--- src/rtl/mem_bus_arbiter.sv ---
// Fetch/data arbiter for the shared core memory bus: one outstanding transaction,
// registered bus request, flush-killed fetch responses dropped. Define ARB_RR_EN for round-robin tie-break.
module mem_bus_arbiter #(
  parameter int unsigned ADDR_W = 64,
  parameter int unsigned DATA_W = 64
) (
  input  logic                  clk,
  input  logic                  reset,
  input  logic                  i_req_valid,
  input  logic [ADDR_W-1:0]     i_req_addr,
  output logic                  i_req_ready,
  output logic                  i_resp_valid,
  output logic [DATA_W-1:0]     i_resp_data,
  input  logic                  d_req_valid,
  input  logic [ADDR_W-1:0]     d_req_addr,
  input  logic                  d_req_write,
  input  logic [2:0]            d_req_size,
  input  logic [DATA_W/8-1:0]   d_req_strobe,
  input  logic [DATA_W-1:0]     d_req_wdata,
  output logic                  d_req_ready,
  output logic                  d_resp_valid,
  output logic [DATA_W-1:0]     d_resp_data,
  input  logic                  flush,
  output logic                  m_req_valid,
  output logic [ADDR_W-1:0]     m_req_addr,
  output logic                  m_req_write,
  output logic [2:0]            m_req_size,
  output logic [DATA_W/8-1:0]   m_req_strobe,
  output logic [DATA_W-1:0]     m_req_wdata,
  input  logic                  m_req_ready,
  input  logic                  m_resp_valid,
  input  logic [DATA_W-1:0]     m_resp_data
);

  typedef enum logic [1:0] {S_IDLE, S_REQ, S_WAIT} state_t;
  typedef enum logic {OWN_I, OWN_D} owner_t;

  state_t state, state_nxt;
  owner_t owner;
  logic   drop, drop_nxt;
  logic   i_elig, d_elig, grant_i, grant_d, grant_any;

  assign i_elig    = i_req_valid & ~flush;
  assign d_elig    = d_req_valid;
  assign grant_any = grant_i | grant_d;

`ifdef ARB_RR_EN
  owner_t last_grant;

  // On a tie, favour whichever requester did not win the previous grant.
  always_comb begin
    grant_d = d_elig & (~i_elig | (last_grant == OWN_I));
    grant_i = i_elig & ~grant_d;
  end

  always_ff @(posedge clk or negedge reset) begin
    if (!reset)
      last_grant <= OWN_I;
    else if (state == S_IDLE && grant_any)
      last_grant <= grant_d ? OWN_D : OWN_I;
  end
`else
  always_comb begin
    grant_d = d_elig;
    grant_i = i_elig & ~d_elig;
  end
`endif

  always_ff @(posedge clk or negedge reset) begin
    if (!reset) begin
      state <= S_IDLE;
      drop  <= 1'b0;
    end else begin
      state <= state_nxt;
      drop  <= drop_nxt;
    end
  end

  always_comb begin
    state_nxt    = state;
    drop_nxt     = drop;
    i_req_ready  = 1'b0;
    d_req_ready  = 1'b0;
    m_req_valid  = 1'b0;
    i_resp_valid = 1'b0;
    d_resp_valid = 1'b0;
    case (state)
      S_IDLE: begin
        drop_nxt    = 1'b0;
        i_req_ready = grant_i;
        d_req_ready = grant_d;
        if (grant_any)
          state_nxt = S_REQ;
      end
      S_REQ: begin
        m_req_valid = 1'b1;
        if (flush && owner == OWN_I)
          drop_nxt = 1'b1;
        if (m_req_ready)
          state_nxt = S_WAIT;
      end
      S_WAIT: begin
        if (flush && owner == OWN_I)
          drop_nxt = 1'b1;
        if (m_resp_valid) begin
          i_resp_valid = (owner == OWN_I) & ~drop;
          d_resp_valid = (owner == OWN_D);
          drop_nxt     = 1'b0;
          state_nxt    = S_IDLE;
        end
      end
      default: state_nxt = S_IDLE;
    endcase
  end

  // Holding register loads only on the IDLE->REQ edge, so m_req_* stay stable while stalled.
  always_ff @(posedge clk or negedge reset) begin
    if (!reset) begin
      owner        <= OWN_I;
      m_req_addr   <= '0;
      m_req_write  <= 1'b0;
      m_req_size   <= '0;
      m_req_strobe <= '0;
      m_req_wdata  <= '0;
    end else if (state == S_IDLE && grant_any) begin
      if (grant_d) begin
        owner        <= OWN_D;
        m_req_addr   <= d_req_addr;
        m_req_write  <= d_req_write;
        m_req_size   <= d_req_size;
        m_req_strobe <= d_req_strobe;
        m_req_wdata  <= d_req_wdata;
      end else begin
        owner        <= OWN_I;
        m_req_addr   <= i_req_addr;
        m_req_write  <= 1'b0;
        m_req_size   <= 3'b010;
        m_req_strobe <= '0;
        m_req_wdata  <= '0;
      end
    end
  end

  assign i_resp_data = m_resp_data;
  assign d_resp_data = m_resp_data;

endmodule

--- config.mk ---
export PLATFORM = sky130hd
export DESIGN_NAME = mem_bus_arbiter
export DESIGN_NICKNAME = d
export VERILOG_FILES = /design/src/rtl/mem_bus_arbiter.sv
export SDC_FILE = /design/constraint.sdc
export NUM_CORES = 1
export LEC_CHECK = 0
export ABC_AREA = 1
export CAP_MARGIN = 20
export CORE_AREA = 2 2 211 213
export CTS_CLUSTER_SIZE = 24
export DETAILED_ROUTE_END_ITERATION = 7
export DIE_AREA = 0 0 213 215
export PLACE_DENSITY = 0.45
export SETUP_SLACK_MARGIN = 0.2
export SLEW_MARGIN = 20
export SYNTH_ARGS = -nofsm -noshare
export SYNTH_HDL_FRONTEND = slang
export SYNTH_SLANG_ARGS = --single-unit
--- constraint.sdc ---
create_clock -name clk -period 1.5 [get_ports clk]
set_input_delay 0.225 -clock clk [delete_from_list [all_inputs] [get_ports clk]]
set_output_delay 0.225 -clock clk [all_outputs]
set_load 0.05 [all_outputs]
==> run summary <==
The flow ran to the end, but the final reports show violations. The checks that failed: setup timing. Grouping stages by cell kind, the critical path spends the most delay in buffers and inverters.

The first global-routing pass estimated 43,000 µm of wire. In this run the worst path has a maximum fanout of 5. For this run, the leading register cell type out of synthesis is dfrtp_1. For the starting density of the core, the log shows 17.5%. Averaged over all synthesized cells, the footprint is 7.75 µm². After global routing the overflow that remains totals 0. The area share of the largest cell type after synthesis works out to 47.1%. The most frequent cell on the critical path is buf_12. Number of sinks handled by clock tree synthesis: 144. TritonCTS built the clock tree.

The total count of max-transition violations in the final report is 0, and the die area is 45,800 µm². The first-iteration detailed-routing DRC count is 367, and the post-synthesis instance area is 7650 µm². On the critical path, the stage with the largest delay is an instance of dfrtp_1.

For the count of unique library cells instantiated by Yosys, the log shows 16. Cell with the most instances after synthesis: nand2_1. Setup repair after global routing could not meet its margin everywhere.

Clock skew on the completed layout was measured at 9.66 ps. CTS built an H-tree with a depth of 4. The number of cells in the finished layout apart from fillers came out at 1,885. Number of flops mapped to enable cells by yosys: 0.

The kind of end point of the critical path was a primary output. The net count of the finished layout is 1,561. The tools report the post-placement setup slack as -124 ps. The root buffer cell is clkbuf_16.

In the global route stage, overall resource usage came out at 12.7%. Compared with the post-synthesis result, the final layout area differs by 87.2%. Counting tap cells, the placed design contains a total of 1,778 instances. The tools report the total of endpoints with negative setup slack in the final report as 146.

After detailed routing, the number of vias per cell comes to 3.90. The die boundary width was 213 µm. The final critical delay including setup and external delays came out at 1810 ps.

In the final layout, the share of cells above drive strength 1 is 39.0%. For the total iterations of the first detailed-routing run, the log shows 4. In this run the standard cell core region covers 43,600 µm². The met3 wire length came out at 2680 µm.

Max-cap violations in this run came to 0. The worst IR drop on VDD was 674 µV. Counting along the longest clock path gives a buffer depth of 2. The half-perimeter wire length after detailed placement came out at 19,800 µm. The die is 215 µm tall.

TritonCTS created 17 clock buffers. The post-route fraction of the period consumed by the critical path works out to 121%. Count of buffers from port buffering: 355.

For this run, the slowest stage of the critical path takes 390 ps. The via count of the first global-routing pass was 7,067. Most area-hungry cell type in the Yosys netlist: dfrtp_1. The worst setup path is of the flop to primary output kind. In the final routing, the length of wire on met1 measures 12,400 µm. After detailed routing, the number of remaining DRC violations is 0. The type of the tightest min-delay check was input port to async pin.

In the detailed route, the total length drawn on met2 is 16,300 µm. For this run, the number of Yosys warnings is 0. The remaining antenna violation count was 0; the relative max-transition margin was 57.6%. The boundary pin count is 548.

The number of antenna violations at the first check in global routing was 0; the routability-driven placement congestion ratio was 0.767. The signal on the critical path passes through inv_2 -> ha_4 -> buf_12 -> nand2_8 -> inv_8 -> buf_12 -> buf_12. The slack of the critical path is -308 ps. The clock-pin transition on the worst setup and hold timing paths was 70 ps; the mean routed wirelength per cell was 17.0 µm.

Summing over every cut layer, the via total after detailed routing is 7,355. Data arrives at the worst endpoint at 1580 ps. The later pin in the worst-skew pair is clocked with a latency of 440 ps.

The tools report the critical path startpoint as state[0]$_DFFE_PN0P_. The final routed wirelength across all metal layers was 32,000 µm. Start of the worst register-to-register path: state[0]$_DFFE_PN0P_. Worst path buffer plus inverter count: 5. The run gives 47.1% as the fraction of the yosys area taken by sequential cells. After floorplanning, the core was divided into 77 placement rows.

For this design the ratio of total power to cell area is 2170 nW/µm². For this run, asynchronously set or reset flops after synthesis account for 100%. The worst-margin pin slew was 629 ps; the flip-flop and latch count after synthesis was 144. The tools report the startpoint type of the worst setup path as a flop.

The highest signal layer in the routed design is met4. The count of endpoints failing hold in the final timing report was 0. Static timing analysis puts the maximum clock frequency at 553 MHz.

For this design the static power due to leakage is 7.10 nW. The run gives 0 as the count of inserted antenna diode cells. In the synthesized netlist, the number of instances is 987. Yosys attributes the largest share of cell area to dfrtp_1, nand2_1, buf_4. For the worst setup path, the data required time is 1270 ps. The number of nets in the synthesized netlist is 1,267. Ranked by instance count, the synthesized netlist is headed by nand2_1, dfrtp_1, nand3_1.

The pin count of the biggest net entering global routing came out at 75.
## worst register-to-register path, delay by kind of cell (launching register included)
kind                     cells  cell delay (ps)
flip-flops                   1              390
AND/OR/NAND/NOR              3              200
buffers and inverters        7              880
adder cells (fa/ha/maj)      1              180
## final timing paths
kind                                               end  slack [ps]  cells past startpoint
min in group clk           m_req_wdata[11]$_DFFE_PN0P_         320                      3
setup reg to reg           m_req_wdata[51]$_DFFE_PN0P_        -280                     11
hold / removal             m_req_strobe[2]$_DFFE_PN0P_         210                      2
hold reg to reg            m_req_wdata[31]$_DFFE_PN0P_         500                      2
setup / recovery                           d_req_ready        -310                      7
max in group asynchronous   m_req_addr[27]$_DFFE_PN0P_         710                      3
## report_power, final
group          total [mW]  internal [mW]  switching [mW]
Sequential           7.07           5.64            1.43
Clock                4.54           2.72            1.82
Combinational        19.5           8.00            11.5
Total                31.1           16.4            14.7
## state kept, by name, summed over array words and instances, names as in the netlist
| name | count |
|---|---|
| state | 2 |
| owner | 1 |
| m_req_size | 3 |
| m_req_wdata | 64 |
| m_req_addr | 64 |
| drop | 1 |
| m_req_strobe | 8 |
| m_req_write | 1 |
## final cells by class
class,count,area (µm²)
Inverter,77,297
Fill cell,4562,29300
Timing Repair Buffer,462,5490
Tap cell,592,741
Sequential cell,144,3610
Multi-Input combinational cell,579,3570
Clock buffer,20,457
Clock inverter,11,153
## per-layer routing
layer | GRT usage [%] | vias to the layer above
met5 | 0 | -
met4 | 4.92 | 0
met1 | 13.9 | 3449
li1 | - | 3554
met2 | 22.2 | 313
met3 | 4.33 | 39
## cells in the final DEF, fill, tap and decap left out
cell type / instances
buf_4: 109
clkbuf_16: 31
o21ai_0: 64
o21bai_1: 1
buf_8: 7
nor2_1: 2
o21ai_2: 1
ha_1: 2
nor3_4: 1
dfrtp_1: 141
nand2_4: 31
buf_16: 19
buf_12: 47
nor2_2: 1
clkinv_2: 2
clkdlybuf4s50_1: 208
nand2_1: 273
buf_6: 56
nand3_4: 3
bufbuf_16: 1
nand3_2: 115
ha_2: 1
inv_6: 4
clkinv_4: 2
dfrtp_2: 3
nand2_2: 53
ha_4: 2
nor4_4: 1
nand3_1: 24
clkbuf_8: 2
nor2_4: 2
nand2_8: 2
clkbuf_1: 1
dlygate4sd3_1: 1
inv_1: 72
inv_8: 1
inv_2: 4
bufinv_16: 3
## cells by family (layout without fill, tap and decap cells)
family | count (synthesis) | count (layout) | synth area share (%)
AOI/OAI and AO/OA | 66 | 66 | 4.35
adders and majority gates | 5 | 5 | 0.818
buffers and inverters | 264 | 570 | 20.3
DFF | 144 | 144 | 47.1
and+or+nand+nor | 508 | 508 | 27.4
## per-stage QoR
stage | total power [mW] | hold slack, ps | utilization (%) | TNS [ps] | instance area [µm²]
3_3_place_gp | 21.5 | 74.6 | 25.3 | -2280 | 11000
2_1_floorplan | 16.7 | -70.6 | - | -15.7 | 7720
4_1_cts | 28.5 | 176 | 28.9 | -10870 | 12600
6_report | 31.1 | 211 | 32.8 | -28710 | 14300
3_5_place_dp | 21.6 | 72.6 | 25.3 | -5000 | 11000
5_1_grt | 32.6 | 192 | 32.8 | -37180 | 14300
## what timing repair did
| item | 4_1_cts | 5_1_grt |
|---|---|---|
| setup endpoints to repair | 148 | 170 |
| pin swaps | 43 | 82 |
| hold buffers | 1 | 0 |
| cloned | 16 | 18 |
| setup buffers | 14 | 27 |
| endpoints found under the hold margin | 144 | 0 |
| resized for setup | 97 | 273 |
(Power assumes the default switching activity.)
